$ cat src/rtl/count_tx_serializer.sv
// rtl/count_tx_serializer.sv - captures counter changes and ships them as UART-style serial frames
module count_tx_serializer #(
    parameter int DATA_W       = 4,
    parameter int CLKS_PER_BIT = 4,
    parameter int PARITY_EN    = 1
) (
    input  logic              clk,
    input  logic              rst,
    input  logic [DATA_W-1:0] count_in,
    output logic              tx_out,
    output logic              tx_busy,
    output logic              pend_vld,
    output logic [15:0]       frames_sent,
    output logic [7:0]        overrun_cnt
);
    localparam int TMR_W = (CLKS_PER_BIT > 1) ? $clog2(CLKS_PER_BIT) : 1;
    localparam int IDX_W = (DATA_W > 1) ? $clog2(DATA_W) : 1;
    localparam logic [TMR_W-1:0] TMR_LAST = TMR_W'(CLKS_PER_BIT - 1);
    localparam logic [IDX_W-1:0] IDX_LAST = IDX_W'(DATA_W - 1);

    localparam logic [2:0] S_IDLE   = 3'd0;
    localparam logic [2:0] S_START  = 3'd1;
    localparam logic [2:0] S_DATA   = 3'd2;
    localparam logic [2:0] S_PARITY = 3'd3;
    localparam logic [2:0] S_STOP   = 3'd4;

    logic [2:0]        r_state;
    logic [TMR_W-1:0]  r_bit_tmr;
    logic [IDX_W-1:0]  r_bit_idx;
    logic [DATA_W-1:0] r_shift;
    logic              r_parity;
    logic [15:0]       r_frames_sent;

    logic [DATA_W-1:0] r_last_seen;
    logic [DATA_W-1:0] r_pend_data;
    logic              r_pend_vld;
    logic [7:0]        r_overrun_cnt;

    logic w_change;
    logic w_pop;
    logic w_bit_done;

    assign w_change   = (count_in != r_last_seen);
    assign w_pop      = (r_state == S_IDLE) && r_pend_vld;
    assign w_bit_done = (r_bit_tmr == TMR_LAST);

    // A change on the same edge as a pop refills the buffer without counting as an overrun.
    always_ff @(posedge clk or posedge rst) begin
        if (rst) begin
            r_last_seen   <= '0;
            r_pend_data   <= '0;
            r_pend_vld    <= 1'b0;
            r_overrun_cnt <= 8'd0;
        end else begin
            r_last_seen <= count_in;
            if (w_change) begin
                r_pend_data <= count_in;
                r_pend_vld  <= 1'b1;
                if (r_pend_vld && !w_pop && (r_overrun_cnt != 8'hFF))
                    r_overrun_cnt <= r_overrun_cnt + 8'd1;
            end else if (w_pop) begin
                r_pend_vld <= 1'b0;
            end
        end
    end

    always_ff @(posedge clk or posedge rst) begin
        if (rst) begin
            r_state       <= S_IDLE;
            r_bit_tmr     <= '0;
            r_bit_idx     <= '0;
            r_shift       <= '0;
            r_parity      <= 1'b0;
            r_frames_sent <= 16'd0;
        end else begin
            case (r_state)
                S_IDLE: begin
                    if (w_pop) begin
                        r_shift   <= r_pend_data;
                        r_parity  <= ^r_pend_data;
                        r_bit_tmr <= '0;
                        r_state   <= S_START;
                    end
                end
                S_START: begin
                    if (w_bit_done) begin
                        r_bit_tmr <= '0;
                        r_bit_idx <= '0;
                        r_state   <= S_DATA;
                    end else begin
                        r_bit_tmr <= r_bit_tmr + 1'b1;
                    end
                end
                S_DATA: begin
                    if (w_bit_done) begin
                        r_bit_tmr <= '0;
                        r_shift   <= r_shift >> 1;
                        if (r_bit_idx == IDX_LAST)
                            r_state <= (PARITY_EN != 0) ? S_PARITY : S_STOP;
                        else
                            r_bit_idx <= r_bit_idx + 1'b1;
                    end else begin
                        r_bit_tmr <= r_bit_tmr + 1'b1;
                    end
                end
                S_PARITY: begin
                    if (w_bit_done) begin
                        r_bit_tmr <= '0;
                        r_state   <= S_STOP;
                    end else begin
                        r_bit_tmr <= r_bit_tmr + 1'b1;
                    end
                end
                S_STOP: begin
                    if (w_bit_done) begin
                        r_bit_tmr     <= '0;
                        r_frames_sent <= r_frames_sent + 16'd1;
                        r_state       <= S_IDLE;
                    end else begin
                        r_bit_tmr <= r_bit_tmr + 1'b1;
                    end
                end
                default: r_state <= S_IDLE;
            endcase
        end
    end

    // Line level decodes straight from state so an async reset forces it high at once.
    always_comb begin
        tx_out = 1'b1;
        case (r_state)
            S_START:  tx_out = 1'b0;
            S_DATA:   tx_out = r_shift[0];
            S_PARITY: tx_out = r_parity;
            default:  tx_out = 1'b1;
        endcase
    end

    assign tx_busy     = (r_state != S_IDLE);
    assign pend_vld    = r_pend_vld;
    assign frames_sent = r_frames_sent;
    assign overrun_cnt = r_overrun_cnt;

endmodule
$ cat config.mk
export PLATFORM = sky130hd
export DESIGN_NAME = count_tx_serializer
export DESIGN_NICKNAME = d
export VERILOG_FILES = /design/src/rtl/count_tx_serializer.sv
export SDC_FILE = /design/constraint.sdc
export NUM_CORES = 1
export LEC_CHECK = 0
export ABC_AREA = 1
export CORE_UTILIZATION = 45
export DETAILED_ROUTE_END_ITERATION = 16
export HOLD_SLACK_MARGIN = 0.02
export PLACE_DENSITY = 0.7
export SLEW_MARGIN = 5
export SYNTH_ARGS = -nofsm -noshare
export SYNTH_HDL_FRONTEND = slang
export SYNTH_SLANG_ARGS = --single-unit
$ cat constraint.sdc
create_clock -name clk -period 1.4 [get_ports clk]
set_input_delay 0.28 -clock clk [delete_from_list [all_inputs] [get_ports clk]]
set_output_delay 0.28 -clock clk [all_outputs]
set_load 0.005 [all_outputs]
; Word level (Yosys, flattened, before mapping)
; Cells that the tools add are included.
[classes]
add_sub_neg = 4
eq_ne = 15
mux = 20
reduce_logical = 19
[ops]
columns = operator, n
row1 = $mux 3, 6
row2 = $add 16x1->16 const B, 1
row3 = $pmux 3 s5, 1
row4 = $ne 2x2->1 const B, 7
row5 = $mux 2, 5
row6 = $add 8x1->8 const B, 1
row7 = $mux 4, 2
row8 = $ne 8x8->1 const B, 1
row9 = $pmux 2 s2, 2
row10 = $pmux 4 s2, 1
row11 = $reduce_and 2->1, 4
row12 = $reduce_bool 2->1, 4
row13 = $eq 3x2->1 const B, 2
row14 = $reduce_and 6->1, 1
row15 = $add 2x1->2 const B, 2
row16 = $eq 2x2->1 const B, 2
row17 = $ne 4x4->1, 1
row18 = $reduce_and 4->1, 1
row19 = $reduce_or 4->1, 1
row20 = $reduce_xor 4->1, 1
row21 = $eq 3x1->1 const B, 1
row22 = $eq 3x3->1 const B, 1
row23 = $logic_and 1x1->1, 3
row24 = $logic_not 3->1, 1
row25 = other kinds (5), 6
[word_totals]
register_bits = 45
inputBits = 6

; Longest topological paths before layout
; Gate-level depths: netlist (run 1).
[depth]
ltp_word = 6
mapped_depth = 9
mapped_depth_nobuf = 9

; Worst setup path before layout (run 1)
; OpenSTA, ideal clock, no wires.
[synth_timing]
kind = register to register
start = register r_overrun_cnt[0], in the netlist overrun_cnt[0]
end = register r_overrun_cnt[5], in the netlist overrun_cnt[5]
t_arrival_ns = 1.232
path_slack_ns = 0.051
stages_incl_launch_ff = 10
path_buffers = 0
path_cell_list = dfrtp_1 ha_1 nand2_1 inv_2 nand2_1 nor2_4 nor2_8 nand2_4 nand2_1 nand2_1
[synth_via]
elab_chain_len = 3
elab_cells_between_ends = 4
[synth_lines]
columns = element, line
row1 = "start, declared", 37  ; logic [7:0] r_overrun_cnt;
row2 = "start signal, assigned", 60  ; r_overrun_cnt <= r_overrun_cnt + 8'd1;
row3 = branches (longest 3 deep; another with $add 8x1->8), n/a
; Several ways; the timed one is not identified.
; A chain may end at the register's enable or synchronous reset.

; Final worst setup path (run 1)
[layout_timing]
start = register r_state[2]
end = output tx_out
[layout_via]
elab_chain_len = 2
elab_cells_between_ends = 4
[layout_lines]
columns = element, line
row1 = "start, declared", 27  ; logic [2:0] r_state;
row2 = "start signal, assigned", 99  ; r_state <= (PARITY_EN != 0) ? S_PARITY : S_STOP;
row3 = $eq 3x2->1 / $eq 3x1->1 (equally long branches), 131  ; case (r_state)
row4 = $pmux 1 s3 *, 131
row5 = "end, declared", 10  ; output logic tx_out,
; Every way passes the cells marked *; elsewhere a longest branch is shown, timed or not.

==> results.toml, run 1 <==
[layout]
layout.nets = 428
final_common_cell = "nand2_1"
nFillCells = 398
fin_util = 0.7100
num_antenna_cells = 0
most-common-layout-cells = "nand2_1 (91), buf_4 (50), dfrtp_1 (40)"
final_layout_size_suffix_gt1_frac = 0.3158
stdcell_count = 488
syn2layout_area_growth_pct = 49.14

[critical_path]
cp-end-kind = "primary output"
crit_fanout = 3
cp_slowest_cell = "dfrtp_1"
startpoint_type = "flip-flop"
path_cells = "buf_6 > nor3_4 > nand2_1 > o211ai_1 > buf_2"
crit_cells = 5
crit_required_ps = 1120
worstSetupPathType = "reg -> out"
slowest_delay_ps = 430
rr_worst_depth = 8
arrival_ps = 1310
path_buf_inv = 2
cpLargestDelayFamily = "flip-flops"

[min_path]
hp-class = "in -> reg"
holdPathStages = 1

[cts]
numCtsBuffers = 5
cts-root-buf = "clkbuf_8"
clock_path_buffers = 2
insertion_delay_ps = 300
cts_tree = "built"
clkSinkCount = 45
clkTransAtPathRegs_ps = 90
htree_levels = 2

[timing]
worst_slack_ps = -192.8
setup_viol = 13
max_slew.worst_pin.slew_ps = 315.8
fin_crit_sh = 1.138
hold_viol = 0
slew_violations = 0
fin_skew_ps = 9.414
fin_crit_ps = 1593
rsz0062_at_grt = "yes"
holdWs_ps = 185.7
slew_headroom = 0.7887
fmax_mhz = 627.8

[synth]
syn_avg_cell_area_sq_um = 7.842
yosysSeqAreaShare = 0.4573
netlist_area_sq_um = 2462
synth_seq_cells = 45
synth_cell_types = 25
ys_warn_count = 0
syn_nets = 325
syn_inst = 314

[power_and_ir_drop]
p_per_area_nw_per_um2 = 950.8
power_frac_seq = 0.439
p_leak_nw = 1.922
sw_frac_of_total = 0.3177
ir_worst_vdd_mv = 0.8525
power.clock.fraction = 0.232
internal_power_mw = 2.383
power.switching_mw = 1.109
p_total_mw = 3.492
p_comb_frac = 0.329

[die]
start_util = 0.4761
fp.dieArea_sq_um = 5771
die_w_um = 75.97
rows = 26
io_pins = 33
coreArea_sq_um = 5172
die_y_um = 75.97

[placement]
post-dp-hpwl_um = 3607
port_buffers = 32
gp_congestion = 0.8140
dp_cells = 442

[grt]
grt_pass1_wl_um = 9246
grt_usage = 0.1971
grt_max_degree = 46
antenna_found_initial = 0
grt.overflow.total = 0
grt_pass1_vias = 2173

[detailed_routing]
drt.antenna.violating_nets = 0
vias = 2388
viasPerCell = 4.893
drt_iter0_drc = 131
routedWlPerCell_um = 11.87
drt-total-wl_um = 5793
drcViolationCount = 0
firstDrtPassIters = 4

[status]
status = "finished, violations left"
violations = "negative setup slack"

[flow_run]
maxCapViolCount = 0
## registers in the layout, indices dropped and copies added (netlist names)
signal,count
r_bit_tmr,2
pend_vld,1
r_shift,4
r_pend_data,4
r_parity,1
frames_sent,16
r_state,3
overrun_cnt,8
r_last_seen,4
r_bit_idx,2
## worst register-to-register path, stage by stage (launching register included)
cell and delay, ps:
dfrtp_1 440, buf_6 150, nor2_4 90, buf_6 110
nand3_4 120, nor2_4 230, buf_6 130, buf_6 80
xor2_1 140
## cell type report
class | count | area, sq um | share of cell area
Multi-Input combinational cell | 226 | 1349 | 0.3673
Clock inverter | 2 | 15.01 | 0.004089
Tap cell | 70 | 87.58 | 0.02385
Clock buffer | 6 | 72.57 | 0.01976
Timing Repair Buffer | 96 | 849.6 | 0.2313
Inverter | 43 | 166.4 | 0.04532
Sequential cell | 45 | 1132 | 0.3083
## power groups by stage
stage          Sequential, mW  Clock (mW)  Combinational, mW
6_report                 1.53       0.809               1.15
2_1_floorplan            1.58           0              0.383
4_1_cts                  1.53       0.818               1.04
5_1_grt                  1.54       0.877               1.27
3_5_place_dp             1.58           0              0.806
3_3_place_gp             1.57           0              0.791
## metrics by stage
stage	worst slack, ps	TNS, ps	cell area (sq um)
6_report	-192.8	-1350	3672
5_1_grt	-273.9	-3411	3672
4_1_cts	-201.3	-805.9	3420
3_5_place_dp	-327.7	-4077	3077
3_3_place_gp	-269.2	-3384	3077
2_1_floorplan	51.11	0	2462
## routing by layer
metal  GRT usage  share of wire
met1      0.2504           0.44
met2      0.3373           0.52
met3     0.03593          0.036
met4     0.06923         0.0090
met5           0              0
## worst paths after layout
check                                   from             end  slack [ps]
min in group asynchronous                rst  r_last_seen[0]         330
worst min-delay path             count_in[1]  r_last_seen[1]         190
worst max register to register    r_state[0]  frames_sent[5]        -160
max in group asynchronous                rst  overrun_cnt[2]         860
worst min register to register  r_bit_idx[0]    r_bit_idx[0]         510
worst max-delay path              r_state[2]          tx_out        -190
## cells by family (layout without fill, tap and decap cells)
group,Yosys count,after routing,share of synthesized area
flops,45,45,0.4573
compound gates,18,18,0.04472
simple gates,187,189,0.3506
xor+xnor,14,14,0.04980
buf+inv,45,147,0.07215
fa+ha+maj,5,5,0.02541
## what timing repair did
action                     in CTS  in global routing
hold endpoints to repair        0                  0
setup buffers                  26                 11
hold buffers                    0                  0
pin swaps                       7                 18
resized for setup              60                 37
gates cloned                    1                  1
setup endpoints to repair      46                 41
## synthesized netlist by cell type
| cell type | n | area share |
|---|---|---|
| nand2_1 | 105 | 0.16 |
| ha_1 | 5 | 0.025 |
| nor2_8 | 1 | 0.0081 |
| xnor2_1 | 8 | 0.028 |
| nor3_1 | 3 | 0.0061 |
| nand4_1 | 7 | 0.018 |
| nor2_1 | 21 | 0.032 |
| buf_6 | 1 | 0.0046 |
| nor2_2 | 5 | 0.013 |
| o21ai_1 | 7 | 0.014 |
| nand2_4 | 3 | 0.014 |
| nand3_4 | 1 | 0.0071 |
| buf_2 | 1 | 0.0020 |
| o211ai_1 | 1 | 0.0030 |
| o22ai_1 | 1 | 0.0025 |
| dfrtp_1 | 45 | 0.46 |
| nor2_4 | 3 | 0.014 |
| o31ai_1 | 2 | 0.0061 |
| inv_2 | 4 | 0.0061 |
| nand2_2 | 4 | 0.010 |
| o21ai_0 | 6 | 0.012 |
| inv_1 | 39 | 0.059 |
| o21ai_4 | 1 | 0.0066 |
| nand3_1 | 34 | 0.069 |
| xor2_1 | 6 | 0.021 |
Note: power is estimated with default switching activity, not from simulation.
==> run 2, diff against run 1 <==
Clock period 1.4 ns to 1.3 ns, I/O delays scaled along.
==> run 2 against run 1 <==
  * The flow still finishes with violations (negative setup slack)
  * Global-route usage up 2.5 points
  * Cell count up 1.0%
  * Register-to-register slack worse by 130 ps
  * Critical endpoint is now frames_sent[13]
  * Largest cell class unchanged
==> results.toml, run 2 (same netlist as run 1, synthesis figures left out) <==
[status]
status = "finished, violations left"
violations = "negative setup slack"

[power_and_ir_drop]
p_total_mw = 4.011
p_per_area_nw_per_um2 = 1034
p_leak_nw = 2.020
ir_worst_vdd_mv = 0.8978

[placement]
dpl_cell_area_sq_um = 3128
post-dp-hpwl_um = 3903
gp_congestion = 0.8518
dp_cells = 446
port_buffers = 32
dp_slack_ps = -324.3

[detailed_routing]
drt_iter0_drc = 200
drt-total-wl_um = 6604
firstDrtPassIters = 4
viasPerCell = 4.947
vias = 2439
routedWlPerCell_um = 13.40
drt.antenna.violating_nets = 0
drcViolationCount = 0

[critical_path]
crit_fanout = 7
arrival_ps = 1790
crit_required_ps = 1500
startpoint_type = "flip-flop"
worstSetupPathType = "reg -> reg"
cp-end-kind = "flip-flop"

[layout]
stdcell_count = 493
most-common-layout-cells = "nand2_1 (84), buf_4 (54), dfrtp_1 (39)"
fin_util = 0.7504
final_common_cell = "nand2_1"
layout.nets = 433
final_layout_size_suffix_gt1_frac = 0.3806
final_area_sq_um = 3881
largest_reg_flops = 16
syn2layout_area_growth_pct = 57.62
num_antenna_cells = 0
nFillCells = 365

[cts]
numCtsBuffers = 5
clkTransAtPathRegs_ps = 90
cts_tree = "built"
cts_hold_buf = 0
htree_levels = 2
clock_path_buffers = 2
insertion_delay_ps = 300
clkSinkCount = 45
cts-root-buf = "clkbuf_8"

[timing]
worst_slack_ps = -292.6
fmax_mhz = 627.9
slew_headroom = 0.7972
holdWs_ps = 139.9
slew_violations = 0
fin_skew_ps = 7.088
max_slew.worst_pin.slew_ps = 303.2
setup_viol = 39
rsz0062_at_grt = "yes"
fin_setup_tns_ps = -5693
fin_crit_sh = 1.225
fin_crit_ps = 1593
hold_viol = 0

[die]
die_y_um = 75.97
start_util = 0.4761
coreArea_sq_um = 5172
fp.dieArea_sq_um = 5771
die_w_um = 75.97
rows = 26
io_pins = 33

[grt]
grt_usage = 0.2218
antenna_found_initial = 0
grt_max_degree = 23
grt_pass1_vias = 2341
gr-max-usage-layer = "met2"
grt_pass1_wl_um = 10270
grt.overflow.total = 0
met3_usage = 0.03473
met2_usage = 0.3800
met1_usage = 0.2817

[flow_run]
maxCapViolCount = 0

[min_path]
hp-class = "in -> reg"
-- run 2: report_power, final --
group / switching (mW) / internal (mW)
Clock: 0.507 / 0.625
Sequential: 0.0904 / 1.55
Combinational: 0.633 / 0.603
Total: 1.23 / 2.78
-- run 2: worst paths after layout --
path	to	depth (start not counted)	start	slack [ps]
max	frames_sent[13]	8	r_state[0]	-290
min	r_last_seen[1]	1	count_in[1]	140
max reg2reg	frames_sent[13]	8	r_state[0]	-290
min reg2reg	r_bit_idx[0]	1	r_bit_idx[0]	510
max in group asynchronous	frames_sent[6]	3	rst	640
min in group asynchronous	r_pend_data[0]	2	rst	250
-- run 2: routing by layer --
layer / routed length, um / vias to the layer above
met1: 2671 / 1144
li1: - / 1206
met5: 0 / -
met4: 155 / 0
met3: 282 / 18
met2: 3494 / 71
-- run 2: critical path, cell delays in order (launching register included) --
cell and delay, ps:
dfrtp_1 420, buf_4 160, nor2_4 120, buf_6 110, nand3_4 130, nor2_4 270
nand4_1 120, nand2_1 100, inv_1 60
-- run 2: layout make-up --
type                            instances  area, sq um  share of cell area
Timing Repair Buffer                  101        895.9              0.2308
Sequential cell                        45         1134              0.2921
Tap cell                               70        87.58             0.02257
Multi-Input combinational cell        226         1469              0.3785
Clock inverter                          2        37.54            0.009671
Clock buffer                            6        82.58             0.02128
Inverter                               43        175.2             0.04513
-- run 2: repair_timing --
| item | 4_1_cts | 5_1_grt |
|---|---|---|
| buffers inserted | 34 | 8 |
| pin swaps | 12 | 24 |
| endpoints found under the setup margin | 62 | 46 |
| gates cloned | 1 | 1 |
| gates resized for setup | 80 | 53 |
